[config.mk]
export PLATFORM = sky130hd
export DESIGN_NAME = mp_sweep_scheduler_flat
export DESIGN_NICKNAME = d
export VERILOG_FILES = /design/src/rtl/mp_sweep_scheduler_if.sv /design/src/rtl/mp_sweep_scheduler.sv /design/src/flat_wrapper.sv
export SDC_FILE = /design/constraint.sdc
export NUM_CORES = 1
export LEC_CHECK = 0
export ABC_AREA = 1
export CAP_MARGIN = 20
export CORE_MARGIN = 5
export CORE_UTILIZATION = 50
export DETAILED_ROUTE_END_ITERATION = 10
export PLACE_DENSITY = 0.77
export SYNTH_ARGS = -nofsm -noshare
export SYNTH_HDL_FRONTEND = slang
export SYNTH_SLANG_ARGS = --single-unit
export TNS_END_PERCENT = 100
[constraint.sdc]
create_clock -name clk -period 2.8 [get_ports clk]
set_input_delay 0.56 -clock clk [delete_from_list [all_inputs] [get_ports clk]]
set_output_delay 0.56 -clock clk [all_outputs]
set_load 0.02 [all_outputs]
[src/rtl/mp_sweep_scheduler_if.sv]
// Signal bundle between the sweep scheduler (slave) and the datapath side driving
// x_initial / candidate rows / betas and consuming the issue strobes (master).
interface mp_sweep_scheduler_if #(
    parameter int J = 14,
    parameter int I = 7,
    parameter int A = 2
);
    localparam int J_WIDTH = $clog2(J) + 1;
    localparam int A_WIDTH = $clog2(A) + 1;
    localparam int I_WIDTH = $clog2(I) + 1;

    // Handshake: every *_tvalid input is a valid-only beat consumed in the cycle it is
    // sampled high (there is no ready); the only back-pressure is ds_almost_full, which
    // holds off start_gen. start_gen, J_idx_tvalid and done are single-cycle pulses.
    logic               x_initial_tvalid;
    logic               candidate_row_tvalid;
    logic               candidate_row_tlast;
    logic               ds_almost_full;
    logic               beta_tvalid;
    logic               start_gen;
    logic [J_WIDTH-1:0] J_idx;
    logic               J_idx_tvalid;
    logic [A_WIDTH-1:0] A_value;
    logic [I_WIDTH-1:0] I_idx;
    logic               busy;
    logic               done;
    logic               err;
    logic [2:0]         dbg_state;

    modport master (
        output x_initial_tvalid, candidate_row_tvalid, candidate_row_tlast,
               ds_almost_full, beta_tvalid,
        input  start_gen, J_idx, J_idx_tvalid, A_value, I_idx, busy, done, err, dbg_state
    );

    modport slave (
        input  x_initial_tvalid, candidate_row_tvalid, candidate_row_tlast,
               ds_almost_full, beta_tvalid,
        output start_gen, J_idx, J_idx_tvalid, A_value, I_idx, busy, done, err, dbg_state
    );
endinterface

[src/rtl/mp_sweep_scheduler.sv]
// Walks the (I_idx, J_idx, A_value) loop nest once per x_initial, issuing one start_gen
// per (j, a) block and closing each outer iteration after J betas have returned.
module mp_sweep_scheduler #(
    parameter int J = 14,
    parameter int I = 7,
    parameter int A = 2
) (
    input  logic                 clk,
    input  logic                 rst,
    mp_sweep_scheduler_if.slave  bus
);
    localparam int J_WIDTH = $clog2(J) + 1;
    localparam int A_WIDTH = $clog2(A) + 1;
    localparam int I_WIDTH = $clog2(I) + 1;

    localparam logic [J_WIDTH-1:0] J_LAST = J_WIDTH'(J - 1);
    localparam logic [J_WIDTH-1:0] J_FULL = J_WIDTH'(J);
    localparam logic [A_WIDTH-1:0] A_LAST = A_WIDTH'(A - 1);
    localparam logic [I_WIDTH-1:0] I_LAST = I_WIDTH'(I - 1);

    typedef enum logic [2:0] {
        S_IDLE      = 3'd0,
        S_ISSUE     = 3'd1,
        S_WAIT_ROW  = 3'd2,
        S_WAIT_BETA = 3'd3,
        S_DONE      = 3'd4
    } state_t;

    state_t             r_state, w_state_nxt;
    logic [J_WIDTH-1:0] r_j_idx, w_j_idx_nxt;
    logic [A_WIDTH-1:0] r_a_value, w_a_value_nxt;
    logic [I_WIDTH-1:0] r_i_idx, w_i_idx_nxt;
    logic [J_WIDTH-1:0] r_beta_cnt, w_beta_cnt_nxt;
    logic               r_start_gen, w_start_gen_nxt;
    logic               r_j_idx_tvalid, w_j_idx_tvalid_nxt;
    logic               r_done, w_done_nxt;
    logic               r_busy, w_busy_nxt;
    logic               r_err, w_err_nxt;

    logic               w_row_last;
    logic               w_beta_inc;
    logic [J_WIDTH-1:0] w_beta_total;

    assign w_row_last = bus.candidate_row_tvalid & bus.candidate_row_tlast;
    // Betas are counted from ISSUE onward because the MAC may finish columns before the
    // last block of the iteration has been issued; a beta beyond J is dropped.
    assign w_beta_inc   = bus.beta_tvalid && (r_state != S_IDLE) && (r_beta_cnt != J_FULL);
    assign w_beta_total = r_beta_cnt + J_WIDTH'(w_beta_inc);

    always_comb begin
        w_state_nxt        = r_state;
        w_j_idx_nxt        = r_j_idx;
        w_a_value_nxt      = r_a_value;
        w_i_idx_nxt        = r_i_idx;
        w_beta_cnt_nxt     = (r_state != S_IDLE) ? w_beta_total : r_beta_cnt;
        w_start_gen_nxt    = 1'b0;
        w_j_idx_tvalid_nxt = 1'b0;
        w_done_nxt         = 1'b0;
        w_err_nxt          = r_err;

        if (bus.x_initial_tvalid && (r_state != S_IDLE))
            w_err_nxt = 1'b1;
        if (w_row_last && (r_state != S_WAIT_ROW))
            w_err_nxt = 1'b1;
        if (bus.beta_tvalid && ((r_state == S_IDLE) || (r_beta_cnt == J_FULL)))
            w_err_nxt = 1'b1;

        case (r_state)
            S_IDLE: begin
                if (bus.x_initial_tvalid) begin
                    w_i_idx_nxt        = '0;
                    w_j_idx_nxt        = '0;
                    w_a_value_nxt      = '0;
                    w_beta_cnt_nxt     = '0;
                    w_j_idx_tvalid_nxt = 1'b1;
                    w_state_nxt        = S_ISSUE;
                end
            end
            S_ISSUE: begin
                if (!bus.ds_almost_full) begin
                    w_start_gen_nxt = 1'b1;
                    w_state_nxt     = S_WAIT_ROW;
                end
            end
            S_WAIT_ROW: begin
                if (w_row_last) begin
                    if (r_a_value < A_LAST) begin
                        w_a_value_nxt = r_a_value + 1'b1;
                        w_state_nxt   = S_ISSUE;
                    end else if (r_j_idx < J_LAST) begin
                        w_a_value_nxt      = '0;
                        w_j_idx_nxt        = r_j_idx + 1'b1;
                        w_j_idx_tvalid_nxt = 1'b1;
                        w_state_nxt        = S_ISSUE;
                    end else begin
                        w_a_value_nxt = '0;
                        w_state_nxt   = S_WAIT_BETA;
                    end
                end
            end
            S_WAIT_BETA: begin
                if (w_beta_total == J_FULL) begin
                    w_beta_cnt_nxt = '0;
                    if (r_i_idx < I_LAST) begin
                        w_i_idx_nxt        = r_i_idx + 1'b1;
                        w_j_idx_nxt        = '0;
                        w_j_idx_tvalid_nxt = 1'b1;
                        w_state_nxt        = S_ISSUE;
                    end else begin
                        w_done_nxt  = 1'b1;
                        w_state_nxt = S_DONE;
                    end
                end
            end
            S_DONE: begin
                w_state_nxt = S_IDLE;
            end
            default: begin
                w_state_nxt = S_IDLE;
            end
        endcase

        w_busy_nxt = (w_state_nxt != S_IDLE);
    end

    always_ff @(posedge clk) begin
        if (rst) begin
            r_state        <= S_IDLE;
            r_j_idx        <= '0;
            r_a_value      <= '0;
            r_i_idx        <= '0;
            r_beta_cnt     <= '0;
            r_start_gen    <= 1'b0;
            r_j_idx_tvalid <= 1'b0;
            r_done         <= 1'b0;
            r_busy         <= 1'b0;
            r_err          <= 1'b0;
        end else begin
            r_state        <= w_state_nxt;
            r_j_idx        <= w_j_idx_nxt;
            r_a_value      <= w_a_value_nxt;
            r_i_idx        <= w_i_idx_nxt;
            r_beta_cnt     <= w_beta_cnt_nxt;
            r_start_gen    <= w_start_gen_nxt;
            r_j_idx_tvalid <= w_j_idx_tvalid_nxt;
            r_done         <= w_done_nxt;
            r_busy         <= w_busy_nxt;
            r_err          <= w_err_nxt;
        end
    end

    assign bus.start_gen    = r_start_gen;
    assign bus.J_idx        = r_j_idx;
    assign bus.J_idx_tvalid = r_j_idx_tvalid;
    assign bus.A_value      = r_a_value;
    assign bus.I_idx        = r_i_idx;
    assign bus.busy         = r_busy;
    assign bus.done         = r_done;
    assign bus.err          = r_err;
    assign bus.dbg_state    = r_state;
endmodule

[src/flat_wrapper.sv]
// flat-port wrapper written by rule: the top's interface ports become plain ports
module mp_sweep_scheduler_flat 
#(
    parameter int J = 14,
    parameter int I = 7,
    parameter int A = 2
)
  (clk, rst, bus_x_initial_tvalid, bus_candidate_row_tvalid, bus_candidate_row_tlast, bus_ds_almost_full, bus_beta_tvalid, bus_start_gen, bus_J_idx, bus_J_idx_tvalid, bus_A_value, bus_I_idx, bus_busy, bus_done, bus_err, bus_dbg_state);
  mp_sweep_scheduler_if #(.J(J), .I(I), .A(A)) bus_i ();
  input  logic clk;
  input  logic rst;
  input wire logic [$bits(bus_i.x_initial_tvalid)-1:0] bus_x_initial_tvalid;
  input wire logic [$bits(bus_i.candidate_row_tvalid)-1:0] bus_candidate_row_tvalid;
  input wire logic [$bits(bus_i.candidate_row_tlast)-1:0] bus_candidate_row_tlast;
  input wire logic [$bits(bus_i.ds_almost_full)-1:0] bus_ds_almost_full;
  input wire logic [$bits(bus_i.beta_tvalid)-1:0] bus_beta_tvalid;
  output wire logic [$bits(bus_i.start_gen)-1:0] bus_start_gen;
  output wire logic [$bits(bus_i.J_idx)-1:0] bus_J_idx;
  output wire logic [$bits(bus_i.J_idx_tvalid)-1:0] bus_J_idx_tvalid;
  output wire logic [$bits(bus_i.A_value)-1:0] bus_A_value;
  output wire logic [$bits(bus_i.I_idx)-1:0] bus_I_idx;
  output wire logic [$bits(bus_i.busy)-1:0] bus_busy;
  output wire logic [$bits(bus_i.done)-1:0] bus_done;
  output wire logic [$bits(bus_i.err)-1:0] bus_err;
  output wire logic [$bits(bus_i.dbg_state)-1:0] bus_dbg_state;
  assign bus_i.x_initial_tvalid = bus_x_initial_tvalid;
  assign bus_i.candidate_row_tvalid = bus_candidate_row_tvalid;
  assign bus_i.candidate_row_tlast = bus_candidate_row_tlast;
  assign bus_i.ds_almost_full = bus_ds_almost_full;
  assign bus_i.beta_tvalid = bus_beta_tvalid;
  assign bus_start_gen = bus_i.start_gen;
  assign bus_J_idx = bus_i.J_idx;
  assign bus_J_idx_tvalid = bus_i.J_idx_tvalid;
  assign bus_A_value = bus_i.A_value;
  assign bus_I_idx = bus_i.I_idx;
  assign bus_busy = bus_i.busy;
  assign bus_done = bus_i.done;
  assign bus_err = bus_i.err;
  assign bus_dbg_state = bus_i.dbg_state;
  mp_sweep_scheduler #(.J(J), .I(I), .A(A)) u_core (.clk(clk), .rst(rst), .bus(bus_i));
endmodule
==> metrics.md <==
| Metric | Value |
|---|---|
| Part of the total power dissipated in sequential elements | 43.9% |
| Clock insertion delay at the later pin of the skew report | 0.32 ns |
| Post-Synth XOR/XNOR Area | 1.85% |
| Peak VDD IR | 447 uV |
| Placeable core region | about 0.0027 sq mm |
| Wire length of the first global-routing pass | 5.11 mm |
| Hold Crit Start | u_core.bus.I_idx[3] |
| Type of the worst min-delay path | flop to flop |
| Share of cell area taken by muxes after synthesis | 0% |
| Layout Cells excl Fill | around 260 |
| Mean number of vias per cell | a little under 5 |
| Count of max-cap constraint violations | 0 |
| Data arrival time of the critical path | roughly 2.6 ns |
| Worst clock skew on the final layout | 0.00756 ns |
| Post-Synth Simple-Gate Area | 39.0% |
| Area added between synthesis and finish | 21.9% |
| Final setup margin | around 0.44 ns |
| Post-layout total power | 0.877 mW |
| Site row count | 19 |
| Overall via count from detail_route | 1263 |
| Worst slew pin tran | 0.413 ns |
| Total CTS buffers | 3 |
| Logic gate share of total power | 27.6% |
| Share of synthesized cell area in full adder, half adder and majority cells | 5.28% |
| Number of fill cells | roughly 270 |
| End of the worst register-to-register path | u_core.bus.I_idx[1] |
| Clk sink count | 24 |
| Clock power share | 28.5% |
| Run status | finished clean |
| Post-Synthesis Mean Instance Area | 7.15 sq um |
| Crit Path Class | flop to flop |
| Synthesized Nets | 212 |
| Slew Limit Headroom | 72.4% |
| Max Fanout on Critical Path | 13 |
| Synth top area share | 33.8% |
| Cell type with the highest aggregate area in the netlist | sky130_fd_sc_hd__dfxtp_1 |
| Maximum number of pins on one net before global-route repair | 15 |
| Switching Power | about 0.27 mW |
| Initial antenna violation count | 0 |
| Internal reg-to-reg setup slack | 0.44 ns |
| Flops & latches, synth | 24 |
| Dominant combinational cell family by area after synthesis | simple AND/OR/NAND/NOR gates |
| GRT Total Usage | 15.4% |
| Power density normalized to cell area | 506 mW/mm^2 |
| Vert. Die Dim | 63.3 um |
| HPWL after detailed placement | 2.28 mm |
| Wirelength, routed | 2.88 mm |
| Category of the worst setup path capture point | flop |
| Post-detailed-route wirelength per cell | 11.3 um |
| Number of DRC markers after the initial detailed-route iteration | 96 |
| Net total in the final layout | 239 |
| Req. time, crit path | 3.06 ns |
| Number of nets with antenna violations after detailed routing | 0 |
| Leading cell type in the layout, fill and taps excluded | sky130_fd_sc_hd__nand2_1 |
| YS warnings | 0 |
| Die outline width | 63.3 um |
| Cell count after synthesis | 199 |
| Highest-count cells in the layout ignoring fill and taps | 56 x sky130_fd_sc_hd__nand2_1, 25 x sky130_fd_sc_hd__inv_1, 25 x sky130_fd_sc_hd__clkdlybuf4s50_1 |
| Vias in the first global route | 1147 |
| Die footprint | 0.00401 sq mm |
| Static leakage power | roughly 0.80 nW |
| Number of buffers between clock root and the deepest sink | 2 |
| TritonCTS clock tree | built |
| Count of buffers from port buffering | 25 |
| Hold violation total from the final report | 0 |
| Slew Limit Fails | 0 |
| RD Place Congestion | 0.823 |
| Area of all placed cells without fillers | around 0.0017 sq mm |
| Diodes inserted | 0 |
| Resize count post-CTS | 0 |
| Part of the Yosys area used for sequential elements | roughly 34% |
| Top cells by area in the synthesized netlist | sky130_fd_sc_hd__dfxtp_1 34%, sky130_fd_sc_hd__nand2_1 15%, sky130_fd_sc_hd__inv_1 6.6% |
| Maximum level of the CTS H-tree | 1 |
| Placed Instances | 252 |
| Maximum clock frequency | around 420 MHz |
| End point of the worst hold path | u_core.bus.I_idx[3] |
| CTS Root Buffer Type | sky130_fd_sc_hd__clkbuf_4 |
| Post-CTS Hold Fix Bufs | 0 |
| Min cycle time layout | 2.36 ns |
| Count of TritonRoute iterations in the first routing pass | 4 |
| Int Pwr | 0.607 mW |
| Setup bufs post-CTS | 0 |
| Net switching fraction of the power | 30.8% |
| Cells on worst reg2reg path | 16 |
| CP Launch Type | flop |
| Share of final-layout standard cells stronger than drive strength 1 | between 10% and 20% |
| Setup repair after global routing missed its margin | false |
| Clock transition time at the flip-flop clock pins of the worst setup and hold paths | around 0.14 ns |
| Compound-gate portion of the synthesized area | 9.15% |
| I/O pin cnt | 26 |
| Dpl ws | ~0.21 ns |
| Worst hold path depth | 2 |
| Worst reg2reg path startpoint | u_core.bus.dbg_state[0] |
| Fraction of the cycle the final worst path needs | 84.1% |
| Area of the mapped netlist | between 0.001 and 0.0015 sq mm |
| Count of final setup violators | 0 |
| Number of unique standard cell types used by synthesis | 31 |
| Starting Density | 52.0% |
| Total global routing overflow | 0 |
| DRC violation count after routing | 0 |
| Placed Area | 0.00168 sq mm |
| Sum Neg Setup Slack | 0 ns |
-- routing by layer --
metal / part of all wire [%] / routed length (um) / vias to the layer above / track usage, %
li1: - / - / 683 / -
met1: 49 / 1400 / 547 / 20.1
met2: 45 / 1300 / 29 / 24.6
met3: 5.1 / 148 / 4 / 3.55
met4: 1.0 / 29 / 0 / 5.45
met5: 0 / 0 / - / 0
-- flip-flops by register name, summed over array words and instances (netlist names) --
name	flops
u_core.bus.I_idx	4
u_core.bus.dbg_state	3
u_core.bus.done	1
u_core.bus.busy	1
u_core.r_beta_cnt	5
u_core.bus.err	1
u_core.bus.J_idx	5
u_core.bus.start_gen	1
u_core.bus.A_value	2
u_core.bus.J_idx_tvalid	1
-- stage by stage --
stage,hold WS [ns],utilization (%)
floorplan,0.457,-
global placement,0.454,61.5
detailed placement,0.446,61.5
CTS,0.468,63.4
global route,0.501,63.4
finish,0.466,63.4
-- Yosys cell counts --
master and n:
sky130_fd_sc_hd__nand4_1 6, sky130_fd_sc_hd__a21o_1 1, sky130_fd_sc_hd__nand2_4 5, sky130_fd_sc_hd__inv_2 5, sky130_fd_sc_hd__o211ai_1 1, sky130_fd_sc_hd__nor2_4 2, sky130_fd_sc_hd__a21oi_2 1, sky130_fd_sc_hd__ha_1 6
sky130_fd_sc_hd__o21ai_1 1, sky130_fd_sc_hd__o21ai_0 2, sky130_fd_sc_hd__buf_6 3, sky130_fd_sc_hd__nand2_2 5, sky130_fd_sc_hd__nand3_2 2, sky130_fd_sc_hd__nor2_2 1, sky130_fd_sc_hd__xnor2_1 2, sky130_fd_sc_hd__dfxtp_1 24
sky130_fd_sc_hd__nand3_1 12, sky130_fd_sc_hd__a21oi_1 11, sky130_fd_sc_hd__o21ai_2 1, sky130_fd_sc_hd__inv_1 25, sky130_fd_sc_hd__clkbuf_1 1, sky130_fd_sc_hd__xor2_1 1, sky130_fd_sc_hd__a211oi_1 2, sky130_fd_sc_hd__nand3b_1 1
sky130_fd_sc_hd__nand2_1 56, sky130_fd_sc_hd__a31oi_1 1, sky130_fd_sc_hd__nor2_1 14, sky130_fd_sc_hd__o22ai_1 1, sky130_fd_sc_hd__nor3_1 3, sky130_fd_sc_hd__inv_4 1, sky130_fd_sc_hd__nand3_4 2
-- cells by family (layout without fill, tap and decap cells) --
kind of cell,after synthesis,in the layout
AND/OR/NAND/NOR,109,109
buffers and inverters,35,61
XOR/XNOR,3,3
adder cells (fa/ha/maj),6,6
flip-flops,24,24
AO/OA/AOI/OAI,22,22
-- critical path: stages, from the launching register on --
cell and delay, ns:
sky130_fd_sc_hd__dfxtp_1 0.48, sky130_fd_sc_hd__nor2_2 0.09, sky130_fd_sc_hd__nand2_2 0.19, sky130_fd_sc_hd__nand2_1 0.10
sky130_fd_sc_hd__nor2_1 0.10, sky130_fd_sc_hd__ha_1 0.20, sky130_fd_sc_hd__ha_1 0.23, sky130_fd_sc_hd__inv_1 0.07
sky130_fd_sc_hd__nand2_2 0.07, sky130_fd_sc_hd__nand2_2 0.07, sky130_fd_sc_hd__nor2_4 0.10, sky130_fd_sc_hd__nand3_4 0.10
sky130_fd_sc_hd__nand2_4 0.16, sky130_fd_sc_hd__nand3_2 0.13, sky130_fd_sc_hd__nand2_1 0.08, sky130_fd_sc_hd__nand2_1 0.04
sky130_fd_sc_hd__nor2_1 0.08
-- worst max path at each step --
stage,start,endpoint,slack (ns),cells past startpoint
6_report,u_core.bus.dbg_state[0],u_core.bus.I_idx[1],0.44,16
2_1_floorplan,u_core.bus.dbg_state[1],u_core.r_beta_cnt[3],0.54,19
3_5_place_dp,bus_beta_tvalid,u_core.bus.I_idx[1],0.21,15
3_3_place_gp,bus_beta_tvalid,u_core.bus.J_idx[0],0.27,14
4_1_cts,u_core.bus.dbg_state[1],u_core.bus.I_idx[1],0.44,16
5_1_grt,u_core.bus.dbg_state[0],u_core.r_beta_cnt[1],0.22,17
-- cell type report --
| type | count | area (sq um) | share of cell area, % |
|---|---|---|---|
| sequential | 24 | 480 | 27.7 |
| clock inverter | 1 | 30.0 | 1.73 |
| clock buffer | 3 | 22.5 | 1.30 |
| multi-input combinational | 140 | 786 | 45.3 |
| inverter | 31 | 119 | 6.85 |
| tap | 31 | 38.8 | 2.24 |
| timing repair buffer | 26 | 258 | 14.9 |
-- power by group through the flow --
stage | Sequential, mW | Combinational [mW] | Clock [mW]
after global placement | 0.393 | 0.243 | 0
after floorplan | 0.415 | 0.148 | 0
after global routing | 0.389 | 0.269 | 0.272
final | 0.385 | 0.242 | 0.250
after CTS | 0.386 | 0.244 | 0.260
after detailed placement | 0.394 | 0.243 | 0
Power figures use the tool's default switching activity.
